### src/rtl/bram_tile_ctrl.sv
// rtl/bram_tile_ctrl.sv - tile sequencer: narrow stream into BRAM port A, wide words out of port B
module bram_tile_ctrl #(
  parameter int A_WIDTH         = 32,
  parameter int B_WIDTH         = 64,
  parameter int A_ADDRESS_WIDTH = 2,
  parameter int B_ADDRESS_WIDTH = 1,
  parameter int TILE_A_WORDS    = 4
) (
  input  logic                       clk,
  input  logic                       rst,
  input  logic                       start,
  output logic                       busy,
  output logic                       done,
  input  logic                       in_valid,
  output logic                       in_ready,
  input  logic [A_WIDTH-1:0]         in_data,
  output logic                       bram_ena,
  output logic                       bram_wea,
  output logic [A_ADDRESS_WIDTH-1:0] bram_addra,
  output logic [A_WIDTH-1:0]         bram_dina,
  output logic                       bram_enb,
  output logic                       bram_web,
  output logic [B_ADDRESS_WIDTH-1:0] bram_addrb,
  input  logic [B_WIDTH-1:0]         bram_doutb,
  output logic                       out_valid,
  input  logic                       out_ready,
  output logic [B_WIDTH-1:0]         out_data
);

  localparam int RATIO        = B_WIDTH / A_WIDTH;
  localparam int TILE_B_WORDS = TILE_A_WORDS / RATIO;

  localparam logic [A_ADDRESS_WIDTH-1:0] WR_LAST = A_ADDRESS_WIDTH'(TILE_A_WORDS - 1);
  localparam logic [B_ADDRESS_WIDTH-1:0] RD_LAST = B_ADDRESS_WIDTH'(TILE_B_WORDS - 1);

  localparam logic [2:0] S_IDLE    = 3'd0;
  localparam logic [2:0] S_LOAD    = 3'd1;
  localparam logic [2:0] S_RD_ADDR = 3'd2;
  localparam logic [2:0] S_RD_DATA = 3'd3;
  localparam logic [2:0] S_OUT     = 3'd4;
  localparam logic [2:0] S_DONE    = 3'd5;

  logic [2:0]                 state;
  logic [A_ADDRESS_WIDTH-1:0] wr_cnt;
  logic [B_ADDRESS_WIDTH-1:0] rd_cnt;
  logic                       wr_fire;
  logic                       rd_fire;

  // out_valid is always high while in OUT, so the downstream handshake is just out_ready there
  assign wr_fire = (state == S_LOAD) && in_valid;
  assign rd_fire = (state == S_OUT) && out_ready;

  assign busy     = (state != S_IDLE);
  assign in_ready = (state == S_LOAD);

  // Port A writes straight through on the upstream handshake; addresses are parked at 0 otherwise
  assign bram_ena   = wr_fire;
  assign bram_wea   = wr_fire;
  assign bram_addra = wr_fire ? wr_cnt : '0;
  assign bram_dina  = wr_fire ? in_data : '0;

  // Port B is read-only and issues exactly one read per wide word
  assign bram_enb   = (state == S_RD_ADDR);
  assign bram_web   = 1'b0;
  assign bram_addrb = (state == S_RD_ADDR) ? rd_cnt : '0;

  // Tile sequencing FSM with registered output stream and done pulse
  always_ff @(posedge clk or posedge rst) begin
    if (rst) begin
      state     <= S_IDLE;
      wr_cnt    <= '0;
      rd_cnt    <= '0;
      out_valid <= 1'b0;
      out_data  <= '0;
      done      <= 1'b0;
    end else begin
      done <= 1'b0;
      case (state)
        S_IDLE: begin
          if (start) begin
            state  <= S_LOAD;
            wr_cnt <= '0;
          end
        end
        S_LOAD: begin
          if (in_valid) begin
            if (wr_cnt == WR_LAST) begin
              state  <= S_RD_ADDR;
              wr_cnt <= '0;
              rd_cnt <= '0;
            end else begin
              wr_cnt <= wr_cnt + 1'b1;
            end
          end
        end
        S_RD_ADDR: begin
          state <= S_RD_DATA;
        end
        S_RD_DATA: begin
          out_data  <= bram_doutb;
          out_valid <= 1'b1;
          state     <= S_OUT;
        end
        S_OUT: begin
          if (rd_fire) begin
            out_valid <= 1'b0;
            if (rd_cnt == RD_LAST) begin
              rd_cnt <= '0;
              done   <= 1'b1;
              state  <= S_DONE;
            end else begin
              rd_cnt <= rd_cnt + 1'b1;
              state  <= S_RD_ADDR;
            end
          end
        end
        S_DONE: begin
          state <= S_IDLE;
        end
        default: begin
          state <= S_IDLE;
        end
      endcase
    end
  end

endmodule

### config.mk
export PLATFORM = sky130hd
export DESIGN_NAME = bram_tile_ctrl
export DESIGN_NICKNAME = d
export VERILOG_FILES = /design/src/rtl/bram_tile_ctrl.sv
export SDC_FILE = /design/constraint.sdc
export NUM_CORES = 1
export LEC_CHECK = 0
export BUFFER_PORTS_ARGS = -buffer_cell sky130_fd_sc_hd__buf_2
export CAP_MARGIN = 10
export CORE_UTILIZATION = 39
export CTS_BUF_LIST = sky130_fd_sc_hd__clkbuf_2
export DETAILED_ROUTE_END_ITERATION = 7
export PLACE_DENSITY = 0.81
export SYNTH_ARGS = -nofsm -noshare
export SYNTH_HDL_FRONTEND = slang
export SYNTH_SLANG_ARGS = --single-unit
### constraint.sdc
create_clock -name clk -period 2.13 [get_ports clk]
set_clock_uncertainty 0.05 [all_clocks]
set_input_delay 0.3195 -clock clk [delete_from_list [all_inputs] [get_ports clk]]
set_output_delay 0.3195 -clock clk [all_outputs]
set_load 0.005 [all_outputs]
==> metrics.txt <==
# TYPE chip_impl_metric gauge
chip_impl_info{name="result_of_the_run",value="finished with violations"} 1
chip_impl_info{name="failed_checks",value="setup timing"} 1
chip_impl_metric{name="cts-root-to-sink-buffers",unit=""} 2
chip_impl_info{name="critical_path.cell_chain",value="nor3b_4 > buf_6 > clkbuf_16 > and3_4 > buf_6"} 1
chip_impl_metric{name="grt_antenna_before_repair",unit=""} 0
chip_impl_metric{name="area_delta_synth_final",unit="%"} 66.6
chip_impl_metric{name="drt_wl_total",unit="mm"} 9.67
chip_impl_metric{name="core_area",unit="µm²"} 7770
chip_impl_metric{name="port_buffers",unit=""} 206
chip_impl_metric{name="cts.htree.levels",unit=""} 3
chip_impl_metric{name="routed-via-count",unit=""} 2988
chip_impl_metric{name="cp.required",unit="ns"} 1.76
chip_impl_metric{name="finish.instance_area",unit="µm²"} 5250
chip_impl_metric{name="synth_compound_area_frac",unit=""} 0.0262
chip_impl_metric{name="fin_crit",unit="ns"} 2.17
chip_impl_metric{name="finalSetupViolations",unit=""} 28
chip_impl_info{name="critPathCaptureType",value="output port"} 1
chip_impl_metric{name="detail_route.iter0.violations",unit=""} 175
chip_impl_metric{name="worst_setup_hold_path_clk_slew",unit="ns"} 0.19
chip_impl_metric{name="period_share",unit=""} 1.02
chip_impl_info{name="class_of_the_tightest_hold_or_removal_check",value="in2reg"} 1
chip_impl_metric{name="post_synth_inst_count",unit=""} 227
chip_impl_metric{name="grt_max_degree",unit=""} 73
chip_impl_metric{name="finalHoldWorstSlack",unit="ns"} 0.0527
chip_impl_metric{name="drv_cap",unit=""} 0
chip_impl_metric{name="yosys_register_bits",unit=""} 72
chip_impl_metric{name="max_clock_freq",unit="MHz"} 461
chip_impl_metric{name="fraction_of_synthesized_area_in_multiplexers",unit=""} 0.235
chip_impl_metric{name="final_net_count",unit=""} 610
chip_impl_info{name="mostFrequentLayoutCells",value="sky130_fd_sc_hd__buf_2 (192), sky130_fd_sc_hd__dfrtp_1 (69), sky130_fd_sc_hd__dlygate4sd3_1 (61)"} 1
chip_impl_metric{name="part_of_the_yosys_area_used_for_sequential_elements",unit=""} 0.571
chip_impl_metric{name="synth.avg_cell_area",unit="µm²"} 13.9
chip_impl_info{name="timing.setup.critical_path_class",value="reg2out"} 1
chip_impl_info{name="critical_path.startpoint_type",value="register"} 1
chip_impl_metric{name="dieArea",unit="µm²"} 8450
chip_impl_metric{name="numClockSinks",unit=""} 72
chip_impl_info{name="dominant_combinational_cell_family_by_area_after_synthesis",value="multiplexers"} 1
chip_impl_metric{name="routed_wire_length_per_instance",unit="µm"} 15.8
chip_impl_info{name="cell_type_of_the_slowest_stage_on_the_worst_timing_path",value="sky130_fd_sc_hd__dfrtp_2"} 1
chip_impl_metric{name="grt.total_usage",unit=""} 0.211
chip_impl_info{name="ctsRootBufferMaster",value="sky130_fd_sc_hd__clkbuf_2"} 1
chip_impl_metric{name="drc_errors",unit=""} 0
chip_impl_info{name="grt_setup_unrepaired",value="yes"} 1
chip_impl_metric{name="worst-endpoint-arrival",unit="ns"} 1.80
chip_impl_metric{name="first_pass_grt_wire_length",unit="mm"} 14.1
chip_impl_metric{name="placementRows",unit=""} 32
chip_impl_metric{name="synthesis.area",unit="µm²"} 3150
chip_impl_metric{name="postPlaceCellArea",unit="µm²"} 4240
chip_impl_metric{name="yosys.area_share.xor_xnor",unit=""} 0
chip_impl_metric{name="die_w",unit="µm"} 91.9
chip_impl_metric{name="number_of_search_and_repair_iterations_in_the_first_detailed_routing_pass",unit=""} 4
chip_impl_metric{name="max_slew_margin",unit=""} 0.601
chip_impl_metric{name="fillers",unit=""} 575
chip_impl_metric{name="postSynthNetCount",unit=""} 329
chip_impl_metric{name="highest_cell_delay_on_the_worst_timing_path",unit="ns"} 0.49
chip_impl_metric{name="post_route_cells_drive_above_1_share",unit=""} 0.572
chip_impl_metric{name="tns",unit="ns"} -0.520
chip_impl_metric{name="power.ir.vdd_worst",unit="mV"} 0.564
chip_impl_info{name="layout_commonest_cell",value="sky130_fd_sc_hd__buf_2"} 1
chip_impl_metric{name="initial_core_utilization",unit=""} 0.406
chip_impl_metric{name="via_count_of_the_first_global_routing_pass",unit=""} 2963
chip_impl_metric{name="yosysUniqueCellTypes",unit=""} 31
chip_impl_metric{name="clk_lat_worst_skew",unit="ns"} 0.46
chip_impl_metric{name="p_leak",unit="nW"} 2.68
chip_impl_metric{name="grt-ovfl-total",unit=""} 0
chip_impl_info{name="clock_tree_from_tritoncts",value="done"} 1
chip_impl_metric{name="power_density",unit="nW/µm²"} 1140
chip_impl_metric{name="path_max_fanout",unit=""} 5
chip_impl_metric{name="finalWorstSetupSlack",unit="ns"} -0.0388
chip_impl_metric{name="viasPerCell",unit=""} 4.89
chip_impl_metric{name="final_hold_viol_count",unit=""} 0
chip_impl_metric{name="cts_inserted_buffers",unit=""} 9
chip_impl_metric{name="yosys.area_share.adder",unit=""} 0.00397
chip_impl_metric{name="postRouteAntennaNets",unit=""} 0
chip_impl_metric{name="antennaDiodeCount",unit=""} 0
chip_impl_metric{name="finalWeightedCongestion",unit=""} 0.801
chip_impl_metric{name="max_slew.worst_pin.slew",unit="ns"} 0.599
chip_impl_metric{name="detailedPlacementHpwl",unit="mm"} 5.58
chip_impl_info{name="top_cell_by_count_worst_path",value="sky130_fd_sc_hd__buf_6"} 1
chip_impl_metric{name="die-height",unit="µm"} 91.9
chip_impl_metric{name="ys_warn_count",unit=""} 0
chip_impl_metric{name="pin_count",unit=""} 208
chip_impl_metric{name="drv_slew",unit=""} 0
chip_impl_metric{name="area_fraction_in_and_or_nand_and_nor_cells_after_synthesis",unit=""} 0.113
-- synth_stat cells (all sizes together) --
master / count / area share
a211oi: 3 / 0.0087
a21boi: 1 / 0.0024
a21o: 2 / 0.0048
a22oi: 1 / 0.0024
a311o: 1 / 0.0032
a32o: 1 / 0.0032
and2: 2 / 0.0040
and3: 35 / 0.069
buf: 14 / 0.037
clkbuf: 6 / 0.0071
conb: 1 / 0.0012
dfrtp: 72 / 0.57
ha: 1 / 0.0040
inv: 4 / 0.0048
mux2: 65 / 0.23
mux2i: 1 / 0.0032
nand2: 4 / 0.0048
nand2b: 1 / 0.0020
nand3b: 1 / 0.0024
nor2: 1 / 0.0012
nor3: 1 / 0.0016
nor3b: 5 / 0.017
nor4b: 2 / 0.0095
o21ai: 1 / 0.0016
or3: 1 / 0.0020
-- repair_timing --
item,4_1_cts,5_1_grt
hold buffers,58,3
hold endpoints to repair,129,3
gates resized for setup,6,38
buffers inserted,8,6
cloned,1,4
pin swaps,0,9
endpoints found under the setup margin,37,37
-- through the flow --
stage	std cells	utilization	setup WS [ns]	total power, mW
6_report	611	0.676	-0.0388	6.02
3_5_place_dp	519	0.546	0.356	4.79
4_1_cts	598	0.639	-0.00127	5.56
3_3_place_gp	519	0.546	0.430	4.66
2_1_floorplan	227	-	0.527	3.70
5_1_grt	611	0.676	-0.149	6.42
-- worst max-delay path, delay by kind of cell (launching register included) --
family	cells	cell delay [ns]
flip-flops	1	0.49
AND/OR/NAND/NOR	2	0.43
buffers and inverters	3	0.40
-- flip-flops by register name, indices dropped and copies added, names as in the netlist --
signal	count
done	1
out_data	64
out_valid	1
rd_cnt	1
state	3
wr_cnt	2
-- logic make-up (layout without fill, tap and decap cells) --
kind of cell | after synthesis | count (layout)
AOI/OAI and AO/OA | 10 | 10
adders and majority gates | 1 | 1
buffers and inverters | 24 | 306
DFF | 72 | 72
muxes | 66 | 66
other | 1 | 1
and+or+nand+nor | 53 | 53
-- routing by layer --
metal,track usage,up-vias,wire length [µm]
met3,0.0373,22,638
met2,0.367,153,5040
met4,0.0755,0,214
met1,0.263,1454,3770
met5,0,-,0
li1,-,1359,-
-- report_power, final --
part	total, mW	switching (mW)	internal [mW]	leakage (nW)
combinational	3.07	1.27	1.80	1.79
clock	0.538	0.416	0.122	0.0468
sequential	2.41	0.360	2.05	0.843
-- area by class of cell --
cell class	instances	area (µm²)	area share
Clock buffer	9	45.0	0.00857
Clock inverter	3	13.8	0.00262
Inverter	4	18.8	0.00357
Multi-Input combinational cell	131	1280	0.243
Sequential cell	72	1810	0.344
Tap cell	102	128	0.0243
Timing Repair Buffer	290	1970	0.374
-- path summary, 6_finish.rpt --
path	slack, ns	from	cells past startpoint	to
worst max-delay path	-0.04	state[1]	5	bram_dina[13]
worst min-delay path	0.05	bram_doutb[40]	2	out_data[40]
worst max register to register	0.16	state[2]	5	out_data[22]
worst min register to register	0.45	out_data[6]	1	out_data[6]
max in group asynchronous	1.29	rst	4	out_data[55]
min in group asynchronous	0.42	rst	4	state[0]
(Power assumes the default switching activity.)
